==> src/rtl/vram_write_arbiter.sv <==
// vram_write_arbiter: shares the video memory write port between
// host loader, draw engine and a range-clear sequencer.
module vram_write_arbiter #(
    parameter int unsigned              ADDR_W    = 16,
    parameter int unsigned              DATA_W    = 8,
    parameter logic [ADDR_W-1:0]        CLR_FIRST = '0,
    parameter logic [ADDR_W-1:0]        CLR_LAST  = '1
) (
    input  logic              clk,
    input  logic              rst,
    input  logic              h_req,
    input  logic [ADDR_W-1:0] h_addr,
    input  logic [DATA_W-1:0] h_data,
    output logic              h_ack,
    input  logic              d_req,
    input  logic [ADDR_W-1:0] d_addr,
    input  logic [DATA_W-1:0] d_data,
    output logic              d_ack,
    input  logic              clr_start,
    input  logic [DATA_W-1:0] clr_value,
    output logic              clr_busy,
    output logic              clr_done,
    output logic [ADDR_W-1:0] mem_addr,
    output logic [DATA_W-1:0] mem_data,
    output logic              mem_we
);

    localparam logic [0:0] S_IDLE  = 1'b0;
    localparam logic [0:0] S_CLEAR = 1'b1;

    localparam logic RR_HOST = 1'b0;
    localparam logic RR_DRAW = 1'b1;

    logic [0:0]        state_q, state_d;
    logic              rr_last_q, rr_last_d;
    logic [ADDR_W-1:0] ptr_q, ptr_d;
    logic              last_q, last_d;
    logic [DATA_W-1:0] clr_val_q, clr_val_d;

    logic [ADDR_W-1:0] mem_addr_q, mem_addr_d;
    logic [DATA_W-1:0] mem_data_q, mem_data_d;
    logic              mem_we_q, mem_we_d;
    logic              h_ack_q, h_ack_d;
    logic              d_ack_q, d_ack_d;
    logic              clr_busy_q, clr_busy_d;
    logic              clr_done_q, clr_done_d;

    logic              h_elig;
    logic              d_elig;
    logic              grant_h;
    logic              grant_d;

    // A requester whose ack is high is still updating addr/data,
    // so it sits out this edge to avoid a duplicate write.
    always_comb begin
        h_elig  = h_req & ~h_ack_q;
        d_elig  = d_req & ~d_ack_q;
        grant_h = h_elig & (~d_elig | (rr_last_q == RR_DRAW));
        grant_d = d_elig & ~grant_h;
    end

    // Next-state: round-robin arbitration in IDLE, fill sweep in CLEAR.
    always_comb begin
        state_d    = state_q;
        rr_last_d  = rr_last_q;
        ptr_d      = ptr_q;
        last_d     = last_q;
        clr_val_d  = clr_val_q;
        mem_addr_d = mem_addr_q;
        mem_data_d = mem_data_q;
        mem_we_d   = 1'b0;
        h_ack_d    = 1'b0;
        d_ack_d    = 1'b0;
        clr_busy_d = clr_busy_q;
        clr_done_d = 1'b0;

        unique case (state_q)
            S_IDLE: begin
                if (clr_start) begin
                    clr_val_d  = clr_value;
                    ptr_d      = CLR_FIRST;
                    last_d     = 1'b0;
                    state_d    = S_CLEAR;
                    clr_busy_d = 1'b1;
                end else if (grant_h) begin
                    mem_addr_d = h_addr;
                    mem_data_d = h_data;
                    mem_we_d   = 1'b1;
                    h_ack_d    = 1'b1;
                    rr_last_d  = RR_HOST;
                end else if (grant_d) begin
                    mem_addr_d = d_addr;
                    mem_data_d = d_data;
                    mem_we_d   = 1'b1;
                    d_ack_d    = 1'b1;
                    rr_last_d  = RR_DRAW;
                end
            end
            S_CLEAR: begin
                // Termination follows the compare against CLR_LAST,
                // so a sweep ending at all-ones is not fooled by the wrap.
                if (last_q) begin
                    state_d    = S_IDLE;
                    last_d     = 1'b0;
                    clr_busy_d = 1'b0;
                    clr_done_d = 1'b1;
                end else begin
                    mem_addr_d = ptr_q;
                    mem_data_d = clr_val_q;
                    mem_we_d   = 1'b1;
                    ptr_d      = ptr_q + 1'b1;
                    last_d     = (ptr_q == CLR_LAST);
                end
            end
        endcase
    end

    // State and registered outputs; reset also aborts a running clear.
    always_ff @(posedge clk) begin
        if (rst) begin
            state_q    <= S_IDLE;
            rr_last_q  <= RR_DRAW;
            ptr_q      <= '0;
            last_q     <= 1'b0;
            clr_val_q  <= '0;
            mem_addr_q <= '0;
            mem_data_q <= '0;
            mem_we_q   <= 1'b0;
            h_ack_q    <= 1'b0;
            d_ack_q    <= 1'b0;
            clr_busy_q <= 1'b0;
            clr_done_q <= 1'b0;
        end else begin
            state_q    <= state_d;
            rr_last_q  <= rr_last_d;
            ptr_q      <= ptr_d;
            last_q     <= last_d;
            clr_val_q  <= clr_val_d;
            mem_addr_q <= mem_addr_d;
            mem_data_q <= mem_data_d;
            mem_we_q   <= mem_we_d;
            h_ack_q    <= h_ack_d;
            d_ack_q    <= d_ack_d;
            clr_busy_q <= clr_busy_d;
            clr_done_q <= clr_done_d;
        end
    end

    // Outputs come straight from flops.
    always_comb begin
        mem_addr = mem_addr_q;
        mem_data = mem_data_q;
        mem_we   = mem_we_q;
        h_ack    = h_ack_q;
        d_ack    = d_ack_q;
        clr_busy = clr_busy_q;
        clr_done = clr_done_q;
    end

endmodule

==> config.mk <==
export PLATFORM = sky130hd
export DESIGN_NAME = vram_write_arbiter
export DESIGN_NICKNAME = d
export VERILOG_FILES = /design/src/rtl/vram_write_arbiter.sv
export SDC_FILE = /design/constraint.sdc
export NUM_CORES = 1
export LEC_CHECK = 0
export ABC_AREA = 1
export CAP_MARGIN = 20
export CORE_MARGIN = 5
export CORE_UTILIZATION = 30
export CTS_CLUSTER_SIZE = 8
export DETAILED_ROUTE_END_ITERATION = 7
export REMOVE_ABC_BUFFERS = 1
export SLEW_MARGIN = 40
export SYNTH_ARGS = -nofsm -noshare
export SYNTH_HDL_FRONTEND = slang
export SYNTH_SLANG_ARGS = --single-unit
==> constraint.sdc <==
create_clock -name clk -period 3.1 [get_ports clk]
set_input_delay 0.62 -clock clk [delete_from_list [all_inputs] [get_ports clk]]
set_output_delay 0.62 -clock clk [all_outputs]
set_load 0.01 [all_outputs]
# Word-level counts from Yosys, hierarchy flattened
# Index checks and enable logic that the tools add are counted.
[classes] n_addsub=1 eq_ne=6 mux=30 bitwise=11 n_reduce_logical=9
[op_table] operator="16-bit two-way mux" n=6
[op_table] operator="16-bit one-hot mux with 2 select lines" n=2
[op_table] operator="8-bit two-way mux" n=4
[op_table] operator="16-bit by 1-bit adder with 16-bit output (second input constant)" n=1
[op_table] operator="16-bit equality test (second input constant)" n=1
[op_table] operator="8-bit one-hot mux with 2 select lines" n=1
[op_table] operator="1-bit two-way mux" n=13
[op_table] operator="1-bit one-hot mux with 2 select lines" n=4
[op_table] operator="2-bit != test (second input constant)" n=3
[op_table] operator="1-bit NOT" n=6
[op_table] operator="2-bit AND reduction" n=3
[op_table] operator="3-bit AND reduction" n=2
[op_table] operator="1-bit AND" n=4
[op_table] operator="4-bit OR reduction" n=1
[op_table] operator="3-bit != test (second input constant)" n=1
[op_table] operator="3-bit OR reduction" n=1
[op_table] operator="2-bit by 1-bit != test with 1-bit output (second input constant)" n=1
[op_table] operator="2-bit nonzero test" n=1
[op_table] operator="2-bit OR reduction" n=1
[op_table] operator="1-bit OR" n=1
[totals] reg_bits=56 in_bits=61 output_inout_bits=29

# Logic depth before layout (Yosys ltp)
# Gate-level depths: netlist (run 1).
[depth] depth_word=11 mapped_depth=8 mapped_depth_nobuf=8

# Worst setup path before layout (run 1)
# No wires, ideal clock.
[synth_path] path_kind="input to register" startpoint="input port h_req" endpoint="register mem_addr_q[0], in the netlist mem_addr[0]" arrival_time_ns=1.351 path_slack_ns=1.630 cell_stages=6 path_buffers=1 cell_sequence="inv_1 > o21ai_1 > nand2_4 > buf_2 > a21boi_0 > a21oi_1"
[synth_between] elab_chain_len=6
[synth_rtl] element="from (decl)" line_no="11" source="input logic h_req,"
[synth_rtl] element="1-bit AND (*)" line_no="56" source="h_elig = h_req & ~h_ack_q;"
[synth_rtl] element="1-bit AND (*)" line_no="58" source="grant_h = h_elig & (~d_elig | (rr_last_q == RR_DRAW));"
[synth_rtl] element="1-bit NOT" line_no="59" source="grant_d = d_elig & ~grant_h;"
[synth_rtl] element="1-bit AND" line_no="59"
[synth_rtl] element="3-bit != test (no source line)"
[synth_rtl] element="3-bit AND reduction (no source line)"
[synth_rtl] element="to (signal assigned)" line_no="139" source="mem_addr_q <= mem_addr_d;"
[synth_rtl] element="to (decl)" line_no="40" source="logic [ADDR_W-1:0] mem_addr_q, mem_addr_d;"
# Mark *: on every way between the ends. The rest lies on a longest branch, timed or not. The select of a mux whose other input is x is not followed.
# A chain may end at the register's enable or synchronous reset.

# Final worst setup path (run 1)
[layout_path] startpoint="input port clr_start" endpoint="register ptr_q[7]"
[layout_between] elab_chain_len=2
[layout_rtl] element="from (decl)" line_no="19" source="input logic clr_start,"
[layout_rtl] element="2-bit != test (no source line)"
[layout_rtl] element="2-bit AND reduction (no source line)"
[layout_rtl] element="to (signal assigned)" line_no="136" source="ptr_q <= ptr_d;"
[layout_rtl] element="to (decl)" line_no="36" source="logic [ADDR_W-1:0] ptr_q, ptr_d;"
# Every way passes these cells.

==> results of run 1 <==
-- worst max-delay path, cell delays in order --
cell,delay [ns]
clkdlybuf4s50_1,0.49
nand2_2,0.25
inv_1,0.23
nor2_1,0.57
o21ai_0,0.24
a21boi_1,0.19
-- routing by layer --
metal	global-route usage (%)	up-vias
met4	5.70	0
met5	0	-
met2	23.7	61
met1	18.9	1369
met3	3.15	12
li1	-	1573
-- per-stage QoR --
step	cells	area [um^2]
final	640	4050
after global routing	640	4050
after CTS	640	4050
after detailed placement	632	3950
after global placement	632	3950
after floorplan	405	2860
-- power by group through the flow --
stage / Combinational [mW] / Sequential, mW / Clock (mW)
after floorplan: 0.163 / 0.830 / 0
after global placement: 0.385 / 0.814 / 0
after detailed placement: 0.390 / 0.815 / 0
after CTS: 0.393 / 0.799 / 0.434
after global routing: 0.432 / 0.805 / 0.467
final: 0.386 / 0.798 / 0.423
-- layout make-up --
class                   count  share of cell area, %
repair buffers             94                   22.9
flip-flops and latches     56                   27.7
inverters                  48                   4.45
clock inverters             1                  0.186
well taps                 133                   4.11
multi-input cells         301                   38.5
clock buffers               7                   2.13
-- sequential cells by signal, summed over array words and instances, names as in the netlist --
name and count:
h_ack 1, ptr_q 16, clr_done 1, last_q 1, mem_we 1, rr_last_q 1
state_q 1, mem_data 8, d_ack 1, clr_val_q 8, mem_addr 16, clr_busy 1
-- cells in the final DEF (no fill, tap or decap), types with 3 or more instances in the layout --
master,count
clkdlybuf4s50_1,89
nand2_4,4
nand2_2,3
nand4_1,3
o21ai_1,22
nor2_1,36
clkbuf_8,6
a21oi_1,36
inv_1,47
nand3_1,37
nand2_1,81
a21boi_0,19
a21boi_1,5
nand3b_1,23
buf_4,5
o21ai_0,17
dfxtp_1,56
-- worst max-delay path by stage --
stage	start	to
after global routing	state_q$_SDFF_PP0_	ptr_q[7]$_SDFFE_PP0P_
after detailed placement	clr_start	ptr_q[7]$_SDFFE_PP0P_
after CTS	clr_start	ptr_q[7]$_SDFFE_PP0P_
final	clr_start	ptr_q[7]$_SDFFE_PP0P_
after global placement	clr_start	ptr_q[7]$_SDFFE_PP0P_
after floorplan	state_q$_SDFF_PP0_	ptr_q[7]$_SDFFE_PP0P_
-- kinds of logic after synthesis --
group	Yosys count
compound gates	106
fa+ha+maj	1
buf+inv	74
flops	56
simple gates	194
==> out/results.tsv, run 1 <==
stage	metric	value	unit
run_status	outcome	completed	
synthesis	yosysMostFrequentCell	nand2_1	
clocking	cts-root-buf	clkbuf_8	
die	dieArea	12100	um^2
place	io_buffer_count	89	
power_and_ir_drop	power.density	397	nW/um^2
route	drc	0	
synthesis	yosys.area_share.xor_xnor	0	%
route	ant_nets	0	
sta	rsz0062_at_grt	no	
synthesis	yosysSeqAreaShare	37.3	%
sta	timing.hold.ws	0.447	ns
clocking	clock_sinks	56	
clocking	cts.repair.resized	0	
power_and_ir_drop	pwr-share-clk	26.3	%
place	dp_slack	0.403	ns
route	dr.max_layer_used	met4	
synthesis	ys_seq_elements	56	
sta	setup_slack	0.750	ns
worst_setup_path	ff2ff_setup_slack	0.78	ns
sta	drv_slew	0	
worst_setup_path	r2r_end	ptr_q[7]$_SDFFE_PP0P_	
layout	syn2layout_area_growth	34.7	%
synthesis	yosys-top-cells-count	nand2_1, dfxtp_1, inv_1	
layout	n_antenna_cell	0	
hold_path	worstHoldPathCells	1	
clocking	path_clk_slew	0.10	ns
die	start_util	30.7	%
global_route	gr-total-overflow	0	
sta	worst_clock_skew	0.00592	ns
route	dr.pass1.iters	4	
global_route	antenna_found_initial	0	
sta	period_needed	2.35	ns
clocking	postCtsSetupBuffers	0	
hold_path	min_path_type	register to register	
die	num_rows	36	
route	route.met3.wl	444	um
synthesis	yosys.area_share.simple	31.3	%
synthesis	synth_area_leaders	dfxtp_1, nand2_1, nand3_1, a21oi_1, inv_1	
place	place_hpwl	6260	um
sta	relSlewSlack	54.7	%
worst_setup_path	cp.required	3.34	ns
sta	period_share	75.8	%
synthesis	synthAdderAreaFrac	0.417	%
global_route	grt_max_degree	30	
worst_setup_path	worst-r2r-cell-count	6	
layout	fillerInstances	1033	
synthesis	netlist.area_leader.share	37.3	%
worst_setup_path	r2r_start	state_q$_SDFF_PP0_	
synthesis	synthesis.area	3000	um^2
synthesis	synth_area_leader_cell	dfxtp_1	
sta	fmax	0.426	GHz
synthesis	ys_warn_count	0	
hold_path	hold_path_end	d_ack$_SDFF_PP0_	
synthesis	synth_enable_flop_cells	0	
route	num_vias	3015	
die	pin_count	90	
layout	final-seq-area	1120	um^2
clocking	clkLatencyLatePin	0.31	ns
route	wl_met2	4010	um
sta	hold_viol_final	0	
sta	tightestPinTransition	0.677	ns
power_and_ir_drop	combPwrFrac	24.0	%
synthesis	ys_types	30	
layout	drive_gt1_share	5.13	%
route	drtIter0Drc	170	
power_and_ir_drop	seqPwrFrac	49.7	%
power_and_ir_drop	netSwitchingFraction	28.5	%
power_and_ir_drop	switchingPower	459	uW
die	core-area	9770	um^2
worst_setup_path	end_kind	register	
die	die_h	110	um
worst_setup_path	path_class	input pin to register	
place	gp_congestion	0.820	
synthesis	synth-compound-area-share	20.2	%
synthesis	synth_area_per_cell	6.97	um^2
route	via_per_inst	4.71	
synthesis	synth_top_family_by_area	simple AND/OR/NAND/NOR gates	
clocking	cts_buffers	5	
sta	setup_viol	0	
global_route	grt_pass1_vias	2908	
layout	final_core_util	41.4	%
clocking	hold_buffers	0	
power_and_ir_drop	internal-power	1.15	mW
synthesis	synthMuxAreaShare	0	%
power_and_ir_drop	leakage	1.67	nW
synthesis	syn_inst	431	
worst_setup_path	critPathMaxFanout	12	
layout	multi_input_area	1560	um^2
flow_run	cap_violations	0	
clocking	clockBufferDepth	2	
synthesis	synthFlopType	dfxtp_1	
layout	nets	568	
route	drt-total-wl	8660	um
power_and_ir_drop	max-vdd-ir-drop	200	uV
clocking	htree_num_levels	2	
route	wl_met1	3980	um
sta	finalSetupTns	0	ns
die	fp.dieW	110	um
global_route	grt_pass1_wl	14100	um
clocking	cts_tree	built	
power_and_ir_drop	total_power	1.61	mW
worst_setup_path	startpoint_type	input pin	
synthesis	async_flop_share	0	%
global_route	grt_util_all_layers	14.6	%
worst_setup_path	critical_path_arrival	2.59	ns
route	wl_per_cell	13.5	um
hold_path	hp-start	rr_last_q$_SDFFE_PP1P_	
Power figures use the tool's default switching activity.
==> run 2: changes to the inputs <==
Clock period 3.1 ns to 2 ns, I/O delays scaled along.
==> run 2 against run 1 <==
Effect of this change:
- combinational power grew 63%
- hold slack lost 0.0023 ns
- total power grew 56%
- first-iteration DRC count is 2.4% lower
- critical path depth grew 2
- critical endpoint is now ptr_q[5]$_SDFFE_PP0P_
==> out/results.tsv, run 2 (same netlist as run 1, synthesis figures left out) <==
stage	metric	value	unit	change
run_status	outcome	completed		
layout	fillerInstances	1016		-1.6%
place	place_hpwl	6540	um	+4.3%
worst_setup_path	path_class	register to register		
sta	rsz0062_at_grt	no		
worst_setup_path	critPathMaxFanout	11		-1
clocking	cts.repair.resized	0		unchanged
sta	tightestPinTransition	0.486	ns	-0.190 ns
route	via_per_inst	4.62		-1.9%
route	ant_nets	0		unchanged
clocking	clkLatencyLatePin	0.31	ns	about the same
route	drc	0		unchanged
route	dr.pass1.iters	4		unchanged
sta	setup_viol	0		unchanged
global_route	grt_max_degree	30		unchanged
power_and_ir_drop	power.density	605	nW/um^2	+52%
global_route	gr-total-overflow	0		unchanged
global_route	antenna_found_initial	0		unchanged
die	pin_count	90		unchanged
clocking	htree_num_levels	2		unchanged
worst_setup_path	startpoint_type	register		
layout	final_cell_mix	clkdlybuf4s50_1, nand2_1, dfxtp_1, inv_1, nand3_1		
place	gp_congestion	0.856		+4.4%
clocking	path_clk_slew	0.10	ns	about the same
clocking	cts_tree	built		
layout	final_core_util	42.3	%	+0.95 points
route	num_vias	3005		-0.33%
clocking	hold_buffers	0		unchanged
place	io_buffer_count	89		unchanged
global_route	grt_pass1_wl	13400	um	-4.8%
clocking	postCtsSetupBuffers	0		unchanged
sta	period_share	85.8	%	
worst_setup_path	end_kind	register		
layout	nets	579		+1.9%
clocking	clockBufferDepth	2		unchanged
sta	hold_viol_final	0		unchanged
power_and_ir_drop	internal-power	1.80	mW	+57%
flow_run	cap_violations	0		unchanged
clocking	cts-root-buf	clkbuf_8		
sta	worst_clock_skew	0.0119	ns	+0.00595 ns
power_and_ir_drop	total_power	2.51	mW	+56%
die	die_h	110	um	unchanged
layout	syn2layout_area_growth	37.8	%	
worst_setup_path	cp.required	2.24	ns	-1.10 ns
clocking	clock_sinks	56		unchanged
power_and_ir_drop	max-vdd-ir-drop	329	uV	+64%
layout	n_antenna_cell	0		unchanged
power_and_ir_drop	seqPwrFrac	49.3	%	-0.4 points
clocking	cts_buffers	5		unchanged
route	drtIter0Drc	166		-2.4%
sta	period_needed	1.72	ns	
layout	mostFrequentLayoutCell	clkdlybuf4s50_1		
power_and_ir_drop	combPwrFrac	25.1	%	+1.1 points
power_and_ir_drop	pwr-share-clk	25.6	%	-0.7 points
die	dieArea	12100	um^2	unchanged
place	placed_cell_area	4050	um^2	+2.4%
layout	drive_gt1_share	7.16	%	+2.0 points
power_and_ir_drop	netSwitchingFraction	28.2	%	-0.30 points
die	core-area	9770	um^2	unchanged
die	fp.dieW	110	um	unchanged
power_and_ir_drop	switchingPower	707	uW	+54%
sta	fmax	0.583	GHz	
route	drt-total-wl	8580	um	-0.88%
route	wl_per_cell	13.2	um	-2.4%
die	start_util	30.7	%	unchanged
die	num_rows	36		unchanged
sta	drv_slew	0		unchanged
global_route	grt_pass1_vias	2773		-4.6%
layout	design_area	4140	um^2	+2.3%
sta	timing.hold.ws	0.444	ns	-0.00230 ns
worst_setup_path	critical_path_arrival	1.96	ns	-0.63 ns
power_and_ir_drop	leakage	1.73	nW	+3.6%
global_route	grt_util_all_layers	13.8	%	-0.81 points
sta	relSlewSlack	67.5	%	+13 points
hold_path	min_path_type	register to register		
run 2: routing by layer:
layer | share of wire (%) | vias up | GRT usage, %
li1 | - | 1589 | -
met1 | 47 | 1348 | 18.3
met2 | 45 | 60 | 22.5
met4 | 2.1 | 0 | 3.65
met3 | 6.0 | 8 | 3.20
met5 | 0 | - | 0
run 2: area by class of cell:
cell class                 instances  area (um^2)  area share, %
inverter                          48          180           4.35
clock inverter                     1         8.76          0.212
timing repair buffer             105         1020           24.7
clock buffer                       6         82.6           2.00
tap                              133          166           4.02
multi-input combinational        301         1560           37.6
sequential                        56         1120           27.1
run 2: metrics by stage:
step	TNS [ns]	cells	setup slack (ns)
4_1_cts	0	650	0.305
3_5_place_dp	0	643	0.118
2_1_floorplan	-2.31	405	-0.310
6_report	0	650	0.284
3_3_place_gp	0	643	0.167
5_1_grt	0	650	0.134
run 2: critical path, stage by stage, from the launching register on:
cell	delay, ns
dfxtp_1	0.64
buf_4	0.24
inv_2	0.05
nand2_2	0.12
inv_1	0.07
nor2_1	0.09
buf_4	0.19
o21ai_0	0.12
a21oi_1	0.14
run 2: path summary, 6_finish.rpt:
kind | depth (start not counted) | from | slack, ns | endpoint
setup / recovery | 8 | state_q$_SDFF_PP0_ | 0.28 | ptr_q[5]$_SDFFE_PP0P_
hold / removal | 1 | rr_last_q$_SDFFE_PP1P_ | 0.44 | d_ack$_SDFF_PP0_
setup reg to reg | 8 | state_q$_SDFF_PP0_ | 0.28 | ptr_q[5]$_SDFFE_PP0P_
hold reg to reg | 1 | rr_last_q$_SDFFE_PP1P_ | 0.44 | d_ack$_SDFF_PP0_
run 2: power groups by stage:
stage / combinational (mW) / sequential, mW / clock [mW]
global route: 0.695 / 1.25 / 0.708
CTS: 0.639 / 1.24 / 0.664
global placement: 0.627 / 1.26 / 0
finish: 0.629 / 1.24 / 0.641
floorplan: 0.252 / 1.29 / 0
detailed placement: 0.635 / 1.26 / 0
